## src/rtl/iob_eth_mii_rx.sv

```systemverilog
// MII receive path: strips the preamble/SFD, assembles nibbles into bytes and
// queues them in a small FIFO behind a valid/ready stream interface.
module iob_eth_mii_rx #(
  parameter int unsigned FIFO_AW = 2,
  parameter int unsigned MAX_LEN = 1518
) (
  input  logic        clk_i,
  input  logic        arstn_i,
  input  logic        cke_i,
  input  logic        mii_rx_dv_i,
  input  logic [3:0]  mii_rx_data_i,
  output logic [7:0]  m_data_o,
  output logic        m_last_o,
  output logic        m_valid_o,
  input  logic        m_ready_i,
  output logic        frame_done_o,
  output logic [10:0] frame_len_o,
  output logic        frame_err_o,
  output logic        overflow_o
);

  localparam int unsigned Depth = 1 << FIFO_AW;
  localparam logic [10:0] MaxLen = 11'(MAX_LEN);
  localparam logic [10:0] CntMax = 11'h7ff;

  typedef enum logic [2:0] {StIdle, StPreamble, StDataLo, StDataHi, StDrop} state_e;

  state_e state_q, state_d;

  // Set once dv has been seen low; keeps the block from locking onto a frame
  // that was already in flight when reset was released.
  logic        armed_q;
  logic [3:0]  lo_q;
  logic        stg_valid_q;
  logic [7:0]  stg_data_q;
  logic [10:0] cnt_q;
  logic        done_q, err_q, ovf_q;
  logic [10:0] len_q;

  logic [8:0]         mem_q [Depth];
  logic [FIFO_AW:0]   wr_ptr_q, rd_ptr_q;
  logic               fifo_empty, fifo_full, pop;
  logic [8:0]         rd_word;

  // FSM outputs
  logic cnt_clr, cnt_inc, stage_new, push, push_last, end_frame, end_err;
  logic push_ok, push_fail;

  // FIFO status and handshake
  always_comb begin
    fifo_empty = (wr_ptr_q == rd_ptr_q);
    fifo_full  = (wr_ptr_q[FIFO_AW] != rd_ptr_q[FIFO_AW]) &&
                 (wr_ptr_q[FIFO_AW-1:0] == rd_ptr_q[FIFO_AW-1:0]);
    rd_word    = mem_q[rd_ptr_q[FIFO_AW-1:0]];
    pop        = cke_i && !fifo_empty && m_ready_i;
    // A pop in the same cycle frees the slot, so a full FIFO can still accept.
    push_ok    = push && (!fifo_full || pop);
    push_fail  = push && !push_ok;
  end

  // FSM state register
  always_ff @(posedge clk_i or negedge arstn_i) begin
    if (!arstn_i) begin
      state_q <= StIdle;
    end else if (cke_i) begin
      state_q <= state_d;
    end
  end

  // FSM next-state logic
  always_comb begin
    state_d = state_q;
    unique case (state_q)
      StIdle: begin
        if (mii_rx_dv_i) begin
          state_d = (armed_q && mii_rx_data_i == 4'h5) ? StPreamble : StDrop;
        end
      end
      StPreamble: begin
        if (!mii_rx_dv_i)                state_d = StIdle;
        else if (mii_rx_data_i == 4'hd) state_d = StDataLo;
        else if (mii_rx_data_i != 4'h5) state_d = StDrop;
      end
      StDataLo: state_d = mii_rx_dv_i ? StDataHi : StIdle;
      StDataHi: begin
        if (!mii_rx_dv_i)   state_d = StIdle;
        else if (push_fail) state_d = StDrop;
        else                state_d = StDataLo;
      end
      StDrop: begin
        if (!mii_rx_dv_i) state_d = StIdle;
      end
      default: state_d = StIdle;
    endcase
  end

  // FSM output decode
  always_comb begin
    cnt_clr   = 1'b0;
    cnt_inc   = 1'b0;
    stage_new = 1'b0;
    push      = 1'b0;
    push_last = 1'b0;
    end_frame = 1'b0;
    end_err   = 1'b0;
    unique case (state_q)
      StPreamble: begin
        cnt_clr = mii_rx_dv_i && (mii_rx_data_i == 4'hd);
      end
      StDataLo: begin
        if (!mii_rx_dv_i) begin
          end_frame = 1'b1;
          end_err   = (cnt_q == 11'd0) || (cnt_q > MaxLen);
          push      = stg_valid_q;
          push_last = 1'b1;
        end
      end
      StDataHi: begin
        push = stg_valid_q;
        if (mii_rx_dv_i) begin
          cnt_inc   = 1'b1;
          stage_new = 1'b1;
        end else begin
          // Trailing odd nibble is discarded and the frame is flagged bad.
          end_frame = 1'b1;
          end_err   = 1'b1;
          push_last = 1'b1;
        end
      end
      default: ;
    endcase
  end

  // Datapath: nibble capture, staging register, byte counter, status flags
  always_ff @(posedge clk_i or negedge arstn_i) begin
    if (!arstn_i) begin
      armed_q     <= 1'b0;
      lo_q        <= 4'h0;
      stg_valid_q <= 1'b0;
      stg_data_q  <= 8'h00;
      cnt_q       <= 11'd0;
      done_q      <= 1'b0;
      len_q       <= 11'd0;
      err_q       <= 1'b0;
      ovf_q       <= 1'b0;
    end else if (cke_i) begin
      armed_q <= armed_q | ~mii_rx_dv_i;
      if (state_q == StDataLo && mii_rx_dv_i) lo_q <= mii_rx_data_i;

      if (push_fail) begin
        stg_valid_q <= 1'b0;
      end else if (stage_new) begin
        stg_valid_q <= 1'b1;
        stg_data_q  <= {mii_rx_data_i, lo_q};
      end else if (end_frame) begin
        stg_valid_q <= 1'b0;
      end

      if (cnt_clr)                        cnt_q <= 11'd0;
      else if (cnt_inc && cnt_q != CntMax) cnt_q <= cnt_q + 11'd1;

      // A frame that lost a byte to overflow never reports completion.
      done_q <= end_frame && !push_fail;
      if (end_frame && !push_fail) begin
        len_q <= cnt_q;
        err_q <= end_err;
      end

      if (push_fail) ovf_q <= 1'b1;
    end
  end

  // FIFO pointers
  always_ff @(posedge clk_i or negedge arstn_i) begin
    if (!arstn_i) begin
      wr_ptr_q <= '0;
      rd_ptr_q <= '0;
    end else if (cke_i) begin
      if (push_ok) wr_ptr_q <= wr_ptr_q + 1'b1;
      if (pop)     rd_ptr_q <= rd_ptr_q + 1'b1;
    end
  end

  // FIFO storage; contents are only observed through the empty-gated outputs
  always_ff @(posedge clk_i) begin
    if (cke_i && push_ok) mem_q[wr_ptr_q[FIFO_AW-1:0]] <= {push_last, stg_data_q};
  end

  // Output drive
  always_comb begin
    m_valid_o    = !fifo_empty;
    m_data_o     = fifo_empty ? 8'h00 : rd_word[7:0];
    m_last_o     = fifo_empty ? 1'b0 : rd_word[8];
    frame_done_o = done_q;
    frame_len_o  = len_q;
    frame_err_o  = err_q;
    overflow_o   = ovf_q;
  end

endmodule

```

## config.mk

```make
export PLATFORM = sky130hd
export DESIGN_NAME = iob_eth_mii_rx
export DESIGN_NICKNAME = d
export VERILOG_FILES = /design/src/rtl/iob_eth_mii_rx.sv
export SDC_FILE = /design/constraint.sdc
export NUM_CORES = 1
export LEC_CHECK = 0
export BUFFER_PORTS_ARGS = -buffer_cell sky130_fd_sc_hd__buf_2
export CAP_MARGIN = 20
export CORE_MARGIN = 3
export CORE_UTILIZATION = 55
export CTS_BUF_LIST = sky130_fd_sc_hd__clkbuf_8
export CTS_CLUSTER_SIZE = 12
export DETAILED_ROUTE_END_ITERATION = 10
export HOLD_SLACK_MARGIN = 0.05
export PLACE_DENSITY_LB_ADDON = 0.3
export SYNTH_ARGS = -nofsm -noshare
export SYNTH_HDL_FRONTEND = slang
export SYNTH_SLANG_ARGS = --single-unit
```

## constraint.sdc

```tcl
create_clock -name clk_i -period 3.4 [get_ports clk_i]
set_input_delay 0.34 -clock clk_i [delete_from_list [all_inputs] [get_ports clk_i]]
set_output_delay 0.34 -clock clk_i [all_outputs]
set_load 0.03 [all_outputs]
```

==> results.cfg <==
[setup_path]
reg2reg_to = frame_len_o[10]
reg2reg_depth = 4
cp.required_ns = 3.63
reg2reg_from = rd_ptr_q[1]
critPathKind = flip-flop to flip-flop
arrival_ns = 2.84
critPathLaunch = rd_ptr_q[1]
rrSetupSlack_ns = 0.80
crit_path_end_kind = flip-flop
startpoint_type = flip-flop
cp_max_fo = 13
cp-endpoint = frame_len_o[10]

[cells_and_area]
multiInputGateArea_mm2 = 0.00140
area_growth_pct = 12.1
stdcell_area_mm2 = 0.00425
final_cells = 392
num-fill-cells = 478
num_antenna_cells = 0
drive_above_1_share_pct = 29.2
mostFrequentLayoutCell = dfrtp_1
regArea_mm2 = 0.00228
layout.nets = 327
most-common-layout-cells = 48 x dfrtp_1, 36 x edfxtp_1, 33 x buf_2

[grt]
grt_start_max_net_pins = 49
first_global_vias = 2261
grt_usage_pct = 19.1
grt-ovfl-total = 0
grt_pass1_wl_mm = 11.3
grt_antenna_before_repair = 0

[place]
io_buffers = 32
preCtsSetupSlack_ns = 0.761
gp_congestion = 0.793
place_area_mm2 = 0.00400
place_hpwl_mm = 4.66
dp.cells = 373

[sta]
fin_setup_tns_ns = 0
slew_viol_final = 0
setup_viol = 0
fmax_mhz = 384
setup_slack_ns = 0.798
tightest_slew_ns = 0.742
slew_headroom_pct = 50.4
finalCritPeriodShare_pct = 76.5
rsz0062_at_grt = no
final_hold_viol_count = 0
layout_min_cycle_time_ns = 2.60
skew_ns = 0.00578

[synth]
seq_area_frac_synth_pct = 60.2
synth-edff-count = 36
syn_nets = 290
synthDistinctLibCells = 47
ys_ff_latch = 84
ys_warn_count = 0
avgSynthCellArea_um2 = 13.9
yosys.area.top_type = dfrtp_1
ys.flop_type = dfrtp_1
synth_area_leaders = dfrtp_1 32%, edfxtp_1 29%, mux2_2 7.7%
synth_area_mm2 = 0.00379
synth-async-reset-ratio_pct = 57.1
netlist.area_leader.share_pct = 31.7
syn_inst = 273

[die]
die_area_mm2 = 0.00792
start_util_pct = 58.3
chipHeight_um = 89.0
die_w_um = 89.0
core_mm2 = 0.00649
num_rows = 29
io_pins = 33

[power]
p_per_area_mw_per_mm2 = 583
p_total_mw = 2.47
irDropWorstVdd_mv = 0.330
leakage_nw = 1.73

[job]
cap_viol_max_count = 0

[route]
dr_total_vias = 2356
wl_mm = 6.76
drc = 0
wl_per_cell_um = 17.2
drtAntennaViolNets = 0
firstDrtPassIters = 4
drt_iter0_drc = 116
viasPerCell = 6.01

[clock_network]
htree_levels = 3
clock_latency_ns = 0.35
hold_buffers = 0
cts_root_buffer = clkbuf_8
cts_inserted_buffers = 9
cts_tree = yes
cts_buffer_depth = 2
cts_resized = 0
post-cts-setup-buffers = 0
path_clk_slew_ns = 0.09
clock_sinks = 84

[outcome]
status = complete, no violations

[min_path]
min_path_cells = 2
hold_class = input pin to flip-flop
[through the flow]
step           utilization (%)  hold WS [ns]
2_1_floorplan                -        0.0444
3_3_place_gp              61.6         0.463
3_5_place_dp              61.6         0.472
4_1_cts                   64.8         0.211
5_1_grt                   65.4         0.273
6_report                  65.4         0.295
[worst max-delay path: stages (launching register included)]
cell and delay, ns:
dfrtp_1 0.68, xor2_1 0.15, nand4bb_1 0.49, o211ai_2 0.76, mux2_2 0.41
[synthesized netlist by cell type (2+ instances only)]
| master | instances |
|---|---|
| a21o_1 | 2 |
| a21oi_1 | 12 |
| and3_1 | 5 |
| buf_2 | 6 |
| clkbuf_1 | 4 |
| dfrtp_1 | 48 |
| edfxtp_1 | 36 |
| ha_1 | 8 |
| inv_1 | 12 |
| mux2_2 | 26 |
| mux4_2 | 9 |
| nand2_1 | 12 |
| nand2b_1 | 3 |
| nand3_1 | 5 |
| nand4_1 | 3 |
| nand4b_1 | 3 |
| nand4bb_1 | 2 |
| nor2_1 | 3 |
| nor2b_1 | 11 |
| nor3_1 | 8 |
| nor4_1 | 4 |
| o2111ai_1 | 2 |
| o21ai_0 | 6 |
| o31ai_1 | 6 |
| or3_1 | 5 |
| or4_1 | 6 |
| xnor2_1 | 2 |
| xor2_1 | 5 |
[layer usage]
metal	GRT usage (%)	vias up	share of wire, %	wire [um]
li1	-	1112	-	-
met1	23.8	1192	42	2850
met2	32.9	46	54	3620
met3	4.88	6	3.6	240
met4	6.09	0	0.77	52
met5	0	-	0	0
[how the worst min path moves through the flow]
stage | from | to | slack [ns]
after floorplan | arstn_i | armed_q | 0.04
after global placement | armed_q | armed_q | 0.46
after detailed placement | armed_q | armed_q | 0.47
after CTS | arstn_i | frame_len_o[9] | 0.21
after global routing | mii_rx_data_i[0] | stg_data_q[4] | 0.27
final | mii_rx_data_i[0] | stg_data_q[4] | 0.29
[power breakdown]
part	internal, mW	switching, mW
Sequential	1.10	0.0659
Combinational	0.244	0.340
Clock	0.351	0.372
Total	1.70	0.778
[cells by family (layout without fill, tap and decap cells)]
family          Yosys count  in the layout  share of synthesized area [%]
buf+inv                  24             66                           2.87
fa+ha+maj                 8              8                           2.64
simple gates             76             76                           12.1
compound gates           38             38                           7.20
xor+xnor                  7              7                           1.62
mux                      36             36                           13.3
flops                    84             84                           60.2
[state kept, by name, summed over array words and instances, names as in the netlist, 3 cells and up]
register     cells
state_q          3
rd_ptr_q         3
mem_q           36
wr_ptr_q         3
cnt_q           11
lo_q             4
frame_len_o     11
stg_data_q       8
[layout make-up]
type / count / share of cell area (%)
tap: 77 / 2.27
multi-input combinational: 165 / 32.9
timing repair buffer: 38 / 5.13
sequential: 84 / 53.8
clock buffer: 9 / 2.92
inverter: 12 / 1.06
clock inverter: 7 / 1.95
Note: power is estimated with default switching activity, not from simulation.
